**config.mk**
```make
export PLATFORM = sky130hd
export DESIGN_NAME = button_conditioner
export DESIGN_NICKNAME = d
export VERILOG_FILES = /design/src/rtl/button_conditioner.sv
export SDC_FILE = /design/constraint.sdc
export NUM_CORES = 1
export LEC_CHECK = 0
export ABC_AREA = 1
export CORE_MARGIN = 3
export CORE_UTILIZATION = 58
export CTS_CLUSTER_SIZE = 30
export DETAILED_ROUTE_END_ITERATION = 16
export PLACE_DENSITY = 0.77
export REMOVE_ABC_BUFFERS = 1
export SYNTH_ARGS = -nofsm -noshare
export SYNTH_HDL_FRONTEND = slang
export SYNTH_SLANG_ARGS = --single-unit
```
**constraint.sdc**
```tcl
create_clock -name clkin -period 2 [get_ports clkin]
set_input_delay 0.4 -clock clkin [delete_from_list [all_inputs] [get_ports clkin]]
set_output_delay 0.4 -clock clkin [all_outputs]
set_load 0.05 [all_outputs]
```
**src/rtl/button_conditioner.sv**
```systemverilog
// Push-button conditioner: two-flop synchronizer, symmetric debounce FSM,
// registered level, one-cycle press/release pulses and a press toggle.
module button_conditioner #(
    parameter int DEBOUNCE_CYCLES = 100000
) (
    input  logic clkin,
    input  logic greset,
    input  logic btn_in,
    output logic btn_level,
    output logic btn_rise,
    output logic btn_fall,
    output logic toggle
);

    localparam logic [19:0] CNT_MAX = 20'(DEBOUNCE_CYCLES - 1);

    typedef enum logic [1:0] {
        IDLE     = 2'd0,
        ARM_HIGH = 2'd1,
        HIGH     = 2'd2,
        ARM_LOW  = 2'd3
    } state_t;

    state_t      state;
    logic        s1;
    logic        s2;
    logic [19:0] cnt;

    always_ff @(posedge clkin or posedge greset) begin
        if (greset) begin
            state     <= IDLE;
            s1        <= 1'b0;
            s2        <= 1'b0;
            cnt       <= '0;
            btn_level <= 1'b0;
            btn_rise  <= 1'b0;
            btn_fall  <= 1'b0;
            toggle    <= 1'b0;
        end else begin
            s1       <= btn_in;
            s2       <= s1;
            btn_rise <= 1'b0;
            btn_fall <= 1'b0;
            case (state)
                IDLE: begin
                    if (s2) begin
                        state <= ARM_HIGH;
                        cnt   <= '0;
                    end
                end
                ARM_HIGH: begin
                    // A dip back to 0 abandons the press silently
                    if (!s2) begin
                        state <= IDLE;
                    end else if (cnt == CNT_MAX) begin
                        state     <= HIGH;
                        btn_level <= 1'b1;
                        btn_rise  <= 1'b1;
                        toggle    <= ~toggle;
                    end else begin
                        cnt <= cnt + 20'd1;
                    end
                end
                HIGH: begin
                    if (!s2) begin
                        state <= ARM_LOW;
                        cnt   <= '0;
                    end
                end
                ARM_LOW: begin
                    // btn_level stays 1 here until the release is confirmed
                    if (s2) begin
                        state <= HIGH;
                    end else if (cnt == CNT_MAX) begin
                        state     <= IDLE;
                        btn_level <= 1'b0;
                        btn_fall  <= 1'b1;
                    end else begin
                        cnt <= cnt + 20'd1;
                    end
                end
                default: state <= IDLE;
            endcase
        end
    end

endmodule
```
======== Yosys cells after proc, flatten, opt, wreduce, memory -nomap -nowiden ========
Cells that the tools add are included.
word-level totals
  input port bits ......................... 3
  flip-flop bits (word level) ............. 28
  word-level logic and storage cells ...... 51
  output and inout port bits .............. 4
cells by class
  equality and inequality tests ........... 12
  add/sub/neg operators ................... 1
  reductions and logical operators ........ 6
  muxes and demuxes ....................... 23
  bitwise gates (word level) .............. 1
operators with widths
  kind                                                                      count
  20-bit 2-to-1 mux                                                         5
  20-bit case mux with 4 select lines                                       1
  20-bit by 1-bit adder with 20-bit output (second input constant)          1
  20-bit by 17-bit equality test with 1-bit output (second input constant)  1
  2-bit 2-to-1 mux                                                          6
  2-bit inequality test (second input constant)                             6
  1-bit 2-to-1 mux                                                          9
  2-bit case mux with 4 select lines                                        1
  4-bit AND reduction                                                       2
  3-bit inequality test (second input constant)                             2
  5-bit AND reduction                                                       1
  2-bit equality test (second input constant)                               2
  3-bit AND reduction                                                       1
  2-bit by 1-bit equality test with 1-bit output (second input constant)    1
  2-bit logical NOT                                                         1
  1-bit case mux with 2 select lines                                        1
  2-bit nonzero test                                                        1
  1-bit inverter                                                            1

======== Depth between registers and ports, before layout ========
Gate-level depths: netlist of the first run.
  word-level depth ........................ 4
  gate-level depth with buffers ........... 11

======== Least setup slack after synthesis of the first run ========
No wires, ideal clock.
  path type ............................... reg2reg
  start ................................... register cnt[0]
  end ..................................... register cnt[0]
  clock period less this slack ............ 1.484 ns
  data arrival time ....................... 1.354 ns
  library setup time ...................... 0.130 ns
  setup slack ............................. 0.516 ns
  cell stages (with the launch flop) ...... 8
  data required time ...................... 1.870 ns
  cell sequence ........................... dfrtp_1 ha_1 nand3_2 nor2_2 nand3_4 nand3_2 buf_6 o21ai_0
on the way
  cells in the longest elaborated chain, start to end .. 4
  elaborated cells between the ends (all ways) .. 6
  those cells by class .................... add/sub: 1; eq/ne: 1; mux: 4
RTL lines
  element                                                                                                              RTL line  source
  from (decl)                                                                                                          27        logic [19:0] cnt;
  from (signal assigned)                                                                                               61        cnt <= cnt + 20'd1;
  from (signal assigned)                                                                                               79        cnt <= cnt + 20'd1;
  20-bit by 1-bit adder with 20-bit output / 20-bit by 17-bit equality test with 1-bit output (equally long branches)  --
  20-bit 2-to-1 mux *                                                                                                  55, 74
  20-bit 2-to-1 mux, on equally long branches                                                                          72, 53
  20-bit case mux with 4 select lines *                                                                                44        case (state)
Every way passes the cells marked *; elsewhere a longest branch is shown, timed or not. The select of a mux whose other input is x is not followed.
A chain may end at the register's enable or synchronous reset.

======== Worst setup path after layout of the first run ========
  start ................................... register toggle
  end ..................................... output port toggle
RTL lines
  element                 RTL line  source
  from (decl)             12        output logic toggle
  from (signal assigned)  59        toggle <= ~toggle;
No word-level cell between the ends.

==> flow_metrics.env, run 1 <==
export IMPL_dp_hpwl_um=2260
export IMPL_io_pins=7
export IMPL_synth_avg_cell_area_um2=7.66
export IMPL_timing_hold_ws_ps=379
export IMPL_ys_async_sr_fraction_pct=100
export IMPL_critPathMaxStageDelay_ps=800
export IMPL_clk_path_buf_depth=2
export IMPL_status="finished, final reports clean"
export IMPL_hold_viol_final=0
export IMPL_tns_ps=0
export IMPL_clock_skew_ps=6.25
export IMPL_post_drt_via_cell_ratio=5.37
export IMPL_cellPowerDensity_mw_per_mm2=605
export IMPL_cts_htree_levels=1
export IMPL_path_buf_inv=1
export IMPL_holdCritPathClass="register to register"
export IMPL_ys_ff_latch=28
export IMPL_critPathKind="register to output pin"
export IMPL_post_cts_repair_setup_buffers=0
export IMPL_synth_most_common_cell="nand2_1"
export IMPL_place_area_mm2=0.00163
export IMPL_die_width_um=57.8
export IMPL_max_clock_freq_ghz=0.521
export IMPL_fin_crit_sh_pct=95.9
export IMPL_path_cells="clkdlybuf4s50_1"
export IMPL_cp_startpoint="toggle"
export IMPL_crit_family="buffers and inverters"
export IMPL_hold_buffers=0
export IMPL_tightest_slew_ps=495
export IMPL_slew_headroom_pct=66.9
export IMPL_min_from="s1"
export IMPL_gr_usage_met2_pct=34.8
export IMPL_initial_core_util_pct=61.6
export IMPL_drtIter0Drc=42
export IMPL_netlist_area_mm2=0.00155
export IMPL_met3_usage_pct=2.67
export IMPL_min_period_ps=1920
export IMPL_rsz0062_at_grt="no"
export IMPL_grt_pass1_wl_um=5390
export IMPL_synth_commonest_cells="nand2_1, dfrtp_1, nor2_1"
export IMPL_synth_ff_type="dfrtp_1"
export IMPL_antenna_found_initial=0
export IMPL_synth_edff_count=0
export IMPL_startpoint_type="register"
export IMPL_postRouteAntennaNets=0
export IMPL_synthDistinctLibCells=21
export IMPL_vias=1293
export IMPL_synth_top_cell_area_share_pct=45.1
export IMPL_grt_pass1_vias=1212
export IMPL_finalWeightedCongestion=0.879
export IMPL_p_leak_nw=0.734
export IMPL_rr_startpoint="cnt[0]"
export IMPL_setup_violations=0
export IMPL_clkSlewWorstSetupHoldPaths_ps=150
export IMPL_worstSkewPairLatency_ps=330
export IMPL_yosysTopAreaCell="dfrtp_1"
export IMPL_clock_sinks=28
export IMPL_peakVddDrop_v=0.000398
export IMPL_totalWireLength_um=3120
export IMPL_port_buffers=6
export IMPL_nNetsFinal=216
export IMPL_fillers=210
export IMPL_drive_gt1_share_pct=8.53
export IMPL_fp_row_count=18
export IMPL_path_max_fanout=2
export IMPL_design_area_mm2=0.00168
export IMPL_worst_ep_arrival_time_ps=1520
export IMPL_first_pass_iters=4
export IMPL_grt_overflow_total=0
export IMPL_die_y_um=57.8
export IMPL_core_area_mm2=0.00252
export IMPL_insertedDiodeCount=0
export IMPL_cts_tree="built"
export IMPL_max_cap_viol_count=0
export IMPL_crit_slowest_cell="clkdlybuf4s50_1"
export IMPL_yosysSeqAreaShare_pct=45.1
export IMPL_wl_per_cell_um=12.9
export IMPL_required_ps=1600
export IMPL_drt_drc_violations_left=0
export IMPL_cp_end_kind="output pin"
export IMPL_grtUsageTotal_pct=20.9
export IMPL_syn2layout_area_growth_pct=7.97
export IMPL_grt_use_met1_pct=27.5
export IMPL_slew_viol_final=0
export IMPL_post_cts_resized=0
export IMPL_synth_warnings=0
export IMPL_cts_root_buf="clkbuf_4"
export IMPL_numCtsBuffers=3
export IMPL_top_usage_layer="met2"
export IMPL_syn_inst=203
export IMPL_synthTopCellsByArea="dfrtp_1, nand2_1, nor2_1"
export IMPL_die_area_mm2=0.00334
export IMPL_grt_start_max_net_pins=29
area by class of cell:
class                   count  area [um^2]  area share [%]
well taps                  30         37.5            2.24
inverters                  22         82.6            4.92
clock buffers               3         22.5            1.34
clock inverters             1         30.0            1.79
repair buffers              7         67.6            4.03
flip-flops and latches     28          701            41.8
multi-input cells         150          737            43.9
worst paths after layout:
path,endpoint,slack [ps],cells after the start
max,toggle,80,1
min,s2,380,0
min reg2reg,s2,380,0
max in group asynchronous,cnt[0],1340,3
max reg2reg,cnt[18],220,10
min in group asynchronous,cnt[12],400,3
placed cells by master (no fill, tap or decap):
cell / instances
nand2_2: 1
dfrtp_1: 28
nand2_4: 1
nor3_1: 2
nor2_1: 25
nand4_1: 3
nor2_2: 4
inv_1: 18
o21ai_0: 18
inv_2: 4
nand3_1: 11
nand3_2: 2
nand2_1: 66
ha_1: 1
bufinv_16: 1
o21bai_1: 2
xor2_1: 8
buf_4: 1
xnor2_1: 5
clkbuf_4: 3
clkdlybuf4s50_1: 6
nand3_4: 1
routing by layer:
layer	up-vias	share of wire (%)
met5	-	0
met4	0	1.3
met3	6	4.1
li1	648	-
met1	609	47
met2	30	48
power by group:
group | switching [W] | internal [W] | total, W
combinational | 0.0000337 | 0.0000158 | 0.0000495
sequential | 0.0000132 | 0.000576 | 0.000590
clock | 0.000173 | 0.000203 | 0.000376
metrics by stage:
| step | cells | total power [W] | setup WS, ps | util [%] |
|---|---|---|---|---|
| finish | 241 | 0.00102 | 81.0 | 66.5 |
| detailed placement | 237 | 0.000651 | 252 | 64.4 |
| global placement | 237 | 0.000647 | 331 | 64.4 |
| CTS | 241 | 0.00102 | 63.2 | 66.5 |
| floorplan | 200 | 0.000631 | 482 | - |
| global route | 241 | 0.00105 | 20.5 | 66.5 |
registers in the layout (all words and copies together) (netlist names), named ones only:
name	cells
state	1
btn_rise	1
cnt	20
s1	1
s2	1
btn_fall	1
toggle	1
btn_level	1
kinds of logic (layout without fill, tap and decap cells):
family,after synthesis,count (layout),synth area share [%]
and+or+nand+nor,116,116,32.5
DFF,28,28,45.1
buffers and inverters,25,33,7.49
AOI/OAI and AO/OA,20,20,6.76
xor gates and xnor gates,13,13,7.33
adders and majority gates,1,1,0.805
Note: power is estimated with default switching activity, not from simulation.
==> inputs of run 2 (changes only) <==
--- a/config.mk
+++ b/config.mk
@@ -6,12 +6,13 @@
 export NUM_CORES = 1
 export LEC_CHECK = 0
 export ABC_AREA = 1
-export CORE_MARGIN = 3
+export CORE_MARGIN = 8
 export CORE_UTILIZATION = 58
 export CTS_CLUSTER_SIZE = 30
 export DETAILED_ROUTE_END_ITERATION = 16
 export PLACE_DENSITY = 0.77
 export REMOVE_ABC_BUFFERS = 1
+export SLEW_MARGIN = 20
 export SYNTH_ARGS = -nofsm -noshare
 export SYNTH_HDL_FRONTEND = slang
 export SYNTH_SLANG_ARGS = --single-unit
==> constraint.sdc (replaced) <==
create_clock -name clkin -period 2.4 [get_ports clkin]
set_input_delay 0.48 -clock clkin [delete_from_list [all_inputs] [get_ports clkin]]
set_output_delay 0.48 -clock clkin [all_outputs]
set_load 0.05 [all_outputs]
==> run 2 against run 1 <==
Net effect: hold slack better by 5.0 ps; critical path depth is the same; combinational power fell by 16%; global-route usage down 6.0 points; critical endpoint unchanged; clock skew fell by 0.51 ps; non-clock buffer count stayed put; setup slack better by 320 ps; register-to-register slack gained 410 ps; cell count stayed put; sequential share of layout area grew 0.41 points; wire length fell by 2.7%.
==> flow_metrics.env, run 2 (same netlist as run 1, synthesis figures left out) <==
export IMPL_holdCritPathClass="register to register"
export IMPL_clock_skew_ps=5.74
export IMPL_worst_path_stages=1
export IMPL_ff2ff_setup_slack_ps=630
export IMPL_startpoint_type="register"
export IMPL_post_cts_resized=0
export IMPL_r2r_cells=8
export IMPL_die_width_um=67.8
export IMPL_grt_overflow_total=0
export IMPL_vias=1268
export IMPL_hold_buffers=0
export IMPL_largest_reg_flops=20
export IMPL_fp_row_count=18
export IMPL_peakVddDrop_v=0.000490
export IMPL_total_power_w=0.000755
export IMPL_core_area_mm2=0.00250
export IMPL_layout_commonest_cell="nand2_1"
export IMPL_port_buffers=6
export IMPL_finalWeightedCongestion=0.915
export IMPL_crit_family="buffers and inverters"
export IMPL_grt_start_max_net_pins=29
export IMPL_postRouteAntennaNets=0
export IMPL_critPathKind="register to output pin"
export IMPL_clkSlewWorstSetupHoldPaths_ps=140
export IMPL_fin_crit_sh_pct=83.3
export IMPL_die_y_um=67.8
export IMPL_cts_root_buf="clkbuf_4"
export IMPL_hold_viol_final=0
export IMPL_max_cap_viol_count=0
export IMPL_tightest_slew_ps=496
export IMPL_numCtsBuffers=3
export IMPL_io_pins=7
export IMPL_p_leak_nw=0.727
export IMPL_cp_end_kind="output pin"
export IMPL_post_drt_via_cell_ratio=5.26
export IMPL_setup_violations=0
export IMPL_clock_sinks=28
export IMPL_final_cell_mix="nand2_1, dfrtp_1, nor2_1"
export IMPL_largest_register="cnt"
export IMPL_path_buf_inv=1
export IMPL_tns_ps=0
export IMPL_path_cells="clkdlybuf4s50_1"
export IMPL_first_pass_iters=4
export IMPL_drtIter0Drc=80
export IMPL_max_clock_freq_ghz=0.500
export IMPL_antenna_found_initial=0
export IMPL_dp_hpwl_um=2300
export IMPL_path_max_fanout=2
export IMPL_grtUsageTotal_pct=14.9
export IMPL_status="finished, final reports clean"
export IMPL_insertedDiodeCount=0
export IMPL_wl_per_cell_um=12.6
export IMPL_rsz0062_at_grt="no"
export IMPL_required_ps=1920
export IMPL_drive_gt1_share_pct=8.53
export IMPL_syn2layout_area_growth_pct=6.92
export IMPL_post_cts_repair_setup_buffers=0
export IMPL_grt_pass1_vias=1241
export IMPL_totalWireLength_um=3040
export IMPL_hold_path_depth=0
export IMPL_dpl_worst_slack_ps=637
export IMPL_place_inst=237
export IMPL_crit_slowest_cell="clkdlybuf4s50_1"
export IMPL_design_area_mm2=0.00166
export IMPL_place_area_mm2=0.00163
export IMPL_cts_tree="built"
export IMPL_worst_slack_ps=400
export IMPL_nNetsFinal=216
export IMPL_grt_pass1_wl_um=5400
export IMPL_slew_viol_final=0
export IMPL_slew_headroom_pct=66.9
export IMPL_cellPowerDensity_mw_per_mm2=454
export IMPL_worstSkewPairLatency_ps=330
export IMPL_instances_no_fill=241
export IMPL_initial_core_util_pct=62.2
export IMPL_drt_drc_violations_left=0
export IMPL_clk_path_buf_depth=2
export IMPL_critPathMaxStageDelay_ps=810
export IMPL_worst_ep_arrival_time_ps=1520
export IMPL_die_area_mm2=0.00459
export IMPL_min_period_ps=2000
export IMPL_cts_htree_levels=1
## run 2: cell count changes in the layout (fill, tap and decap cells not counted)
cell,previous run,this run
clkbuf_8,0,1
bufinv_16,1,0
## run 2: final cells by class
class,count,area (um^2)
Timing Repair Buffer,7,67.6
Clock buffer,4,36.3
Fill cell,223,838
Tap cell,30,37.5
Inverter,22,82.6
Multi-Input combinational cell,150,737
Sequential cell,28,701
## run 2: routing by layer
| metal | part of all wire, % | GRT usage, % | vias up |
|---|---|---|---|
| met2 | 48 | 24.9 | 18 |
| met5 | 0 | 0 | - |
| li1 | - | - | 645 |
| met4 | 1.7 | 5.22 | 0 |
| met3 | 4.3 | 4.64 | 6 |
| met1 | 46 | 17.6 | 599 |
## run 2: final timing paths
path | start | endpoint
worst max-delay path | toggle | toggle
worst min-delay path | s1 | s2
worst max register to register | cnt[0] | cnt[19]
worst min register to register | s1 | s2
max in group asynchronous | greset | cnt[13]
min in group asynchronous | greset | toggle
## run 2: metrics by stage
step / utilization (%) / hold slack [ps]
4_1_cts: 66.5 / 387
5_1_grt: 66.5 / 393
3_3_place_gp: 65.0 / 346
6_report: 66.5 / 384
3_5_place_dp: 65.0 / 347
2_1_floorplan: - / 331
## run 2: worst reg2reg max path, cell delays in order, from the launching register on
cell	delay, ps
dfrtp_1	460
ha_1	260
nand3_2	120
nor2_2	200
nand3_4	130
nand3_2	270
inv_1	120
nand2_1	90
nand2_1	40
## run 2: report_power, final
group          total (W)  internal (W)  switching, W  leakage (nW)
Sequential      0.000491      0.000480     0.0000104         0.382
Clock           0.000223     0.0000930      0.000130        0.0210
Combinational  0.0000414     0.0000132     0.0000281         0.323
Total           0.000755      0.000586      0.000168         0.727
==> inputs of run 3 (changes only) <==
--- a/config.mk
+++ b/config.mk
@@ -7,10 +7,10 @@
 export LEC_CHECK = 0
 export ABC_AREA = 1
 export CORE_MARGIN = 8
-export CORE_UTILIZATION = 58
+export CORE_UTILIZATION = 53
 export CTS_CLUSTER_SIZE = 30
 export DETAILED_ROUTE_END_ITERATION = 16
-export PLACE_DENSITY = 0.77
+export PLACE_DENSITY = 0.74
 export REMOVE_ABC_BUFFERS = 1
 export SLEW_MARGIN = 20
 export SYNTH_ARGS = -nofsm -noshare
==> constraint.sdc (replaced) <==
create_clock -name clkin -period 1.7 [get_ports clkin]
set_input_delay 0.34 -clock clkin [delete_from_list [all_inputs] [get_ports clkin]]
set_output_delay 0.34 -clock clkin [all_outputs]
set_load 0.05 [all_outputs]
==> run 3 against run 2 <==
Net effect: hold slack got worse by 39 ps; clock power increased by 94%; largest cell class unchanged; register-to-register slack got worse by 490 ps; setup slack got worse by 260 ps; non-clock buffer count increased by 4; via count increased by 1.0%.
==> flow_metrics.env, run 3 (same netlist as run 1, synthesis figures left out) <==
export IMPL_largest_register="cnt"
export IMPL_syn2layout_area_growth_pct=10.3
export IMPL_layout_commonest_cell="nand2_1"
export IMPL_post_drt_via_cell_ratio=5.21
export IMPL_cp_end_kind="register"
export IMPL_cp_startpoint="cnt[1]"
export IMPL_postRouteAntennaNets=0
export IMPL_vias=1281
export IMPL_holdCritPathClass="input pin to asynchronous set/reset pin"
export IMPL_worst_ep_arrival_time_ps=1840
export IMPL_pwr_share_comb_pct=6.1
export IMPL_die_width_um=70.2
export IMPL_critPathKind="register to register"
export IMPL_wl_per_cell_um=12.7
export IMPL_worst_r2r_endpoint="cnt[18]"
export IMPL_drt_drc_violations_left=0
export IMPL_swShare_pct=21.2
export IMPL_worstSkewPairLatency_ps=330
export IMPL_status="finished, final reports clean"
export IMPL_grt_overflow_total=0
export IMPL_setup_violations=0
export IMPL_fin_crit_sh_pct=91.9
export IMPL_finalWeightedCongestion=0.908
export IMPL_port_buffers=6
export IMPL_total_power_w=0.00120
export IMPL_peakVddDrop_v=0.00101
export IMPL_critPathCapture="cnt[18]"
export IMPL_numCtsBuffers=3
export IMPL_grt_pass1_wl_um=5580
export IMPL_startpoint_type="register"
export IMPL_path_max_fanout=20
export IMPL_slew_headroom_pct=77.2
export IMPL_die_y_um=70.2
export IMPL_clk_path_buf_depth=2
export IMPL_tns_ps=0
export IMPL_post_cts_repair_setup_buffers=0
export IMPL_largest_reg_flops=20
export IMPL_clock_skew_ps=12.1
export IMPL_grtUsageTotal_pct=13.4
export IMPL_max_clock_freq_ghz=0.640
export IMPL_r2r_cells=9
export IMPL_switching_power_w=0.000253
export IMPL_rr_startpoint="cnt[1]"
export IMPL_hold_buffers=0
export IMPL_grt_start_max_net_pins=29
export IMPL_place_inst=242
export IMPL_initial_core_util_pct=55.9
export IMPL_p_seq_share_pct=57.7
export IMPL_min_period_ps=1560
export IMPL_nNetsFinal=220
export IMPL_design_area_mm2=0.00171
export IMPL_cts_root_buf="clkbuf_4"
export IMPL_fin_util_pct=61.6
export IMPL_drtIter0Drc=105
export IMPL_cellPowerDensity_mw_per_mm2=698
export IMPL_slew_viol_final=0
export IMPL_core_area_mm2=0.00278
export IMPL_post_cts_resized=0
export IMPL_clock_sinks=28
export IMPL_place_area_mm2=0.00165
export IMPL_instances_no_fill=246
export IMPL_grt_pass1_vias=1258
export IMPL_p_clk_share_pct=36.2
export IMPL_clkSlewWorstSetupHoldPaths_ps=150
export IMPL_totalWireLength_um=3120
export IMPL_insertedDiodeCount=0
export IMPL_max_cap_viol_count=0
export IMPL_antenna_found_initial=0
export IMPL_fp_row_count=19
export IMPL_first_pass_iters=4
export IMPL_p_leak_nw=0.759
export IMPL_drive_gt1_share_pct=12.6
export IMPL_tightest_slew_ps=343
export IMPL_io_pins=7
export IMPL_final_cell_mix="nand2_1, dfrtp_1, nor2_1"
export IMPL_ff2ff_setup_slack_ps=140
export IMPL_cts_tree="built"
export IMPL_hold_viol_final=0
export IMPL_dp_hpwl_um=2370
export IMPL_die_area_mm2=0.00492
export IMPL_required_ps=1980
export IMPL_p_int_w=0.000943
export IMPL_cts_htree_levels=1
run 3: cell type report:
| class | count | area, um^2 |
|---|---|---|
| Inverter | 22 | 82.6 |
| Timing Repair Buffer | 11 | 87.6 |
| Sequential cell | 28 | 701 |
| Fill cell | 247 | 1070 |
| Clock buffer | 3 | 22.5 |
| Clock inverter | 1 | 30.0 |
| Tap cell | 31 | 38.8 |
| Multi-Input combinational cell | 150 | 752 |
run 3: power groups by stage:
stage	sequential, W	clock, W	combinational, W
after floorplan	0.000702	0	0.0000405
after global placement	0.000702	0	0.0000686
after detailed placement	0.000702	0	0.0000709
after CTS	0.000690	0.000443	0.0000711
after global routing	0.000693	0.000460	0.0000831
final	0.000691	0.000433	0.0000726
run 3: per-stage QoR:
stage	setup WS (ps)	hold slack, ps
finish	137	345
global placement	158	345
CTS	84.6	350
detailed placement	110	374
floorplan	182	331
global route	-2.32	375
run 3: worst max-delay path, cell delays in order, from the launching register on:
cell     delay (ps)
dfrtp_1         420
ha_2            230
nand3_2         130
nor2_4          160
nand3_4         130
nand2_4         220
inv_2            60
nand2_1          60
nand2_1          50
nand2_1          50
run 3: worst min-delay path by stage:
stage | to | depth (start not counted)
floorplan | s2 | 0
global placement | s2 | 0
detailed placement | s2 | 0
CTS | cnt[10] | 3
global route | cnt[3] | 3
finish | cnt[3] | 3
run 3: routing by layer:
layer	up-vias	share of wire (%)	GRT usage (%)
li1	657	-	-
met1	601	45	15.9
met2	19	48	22.8
met3	4	5.1	3.81
met4	0	1.3	4.24
met5	-	0	0
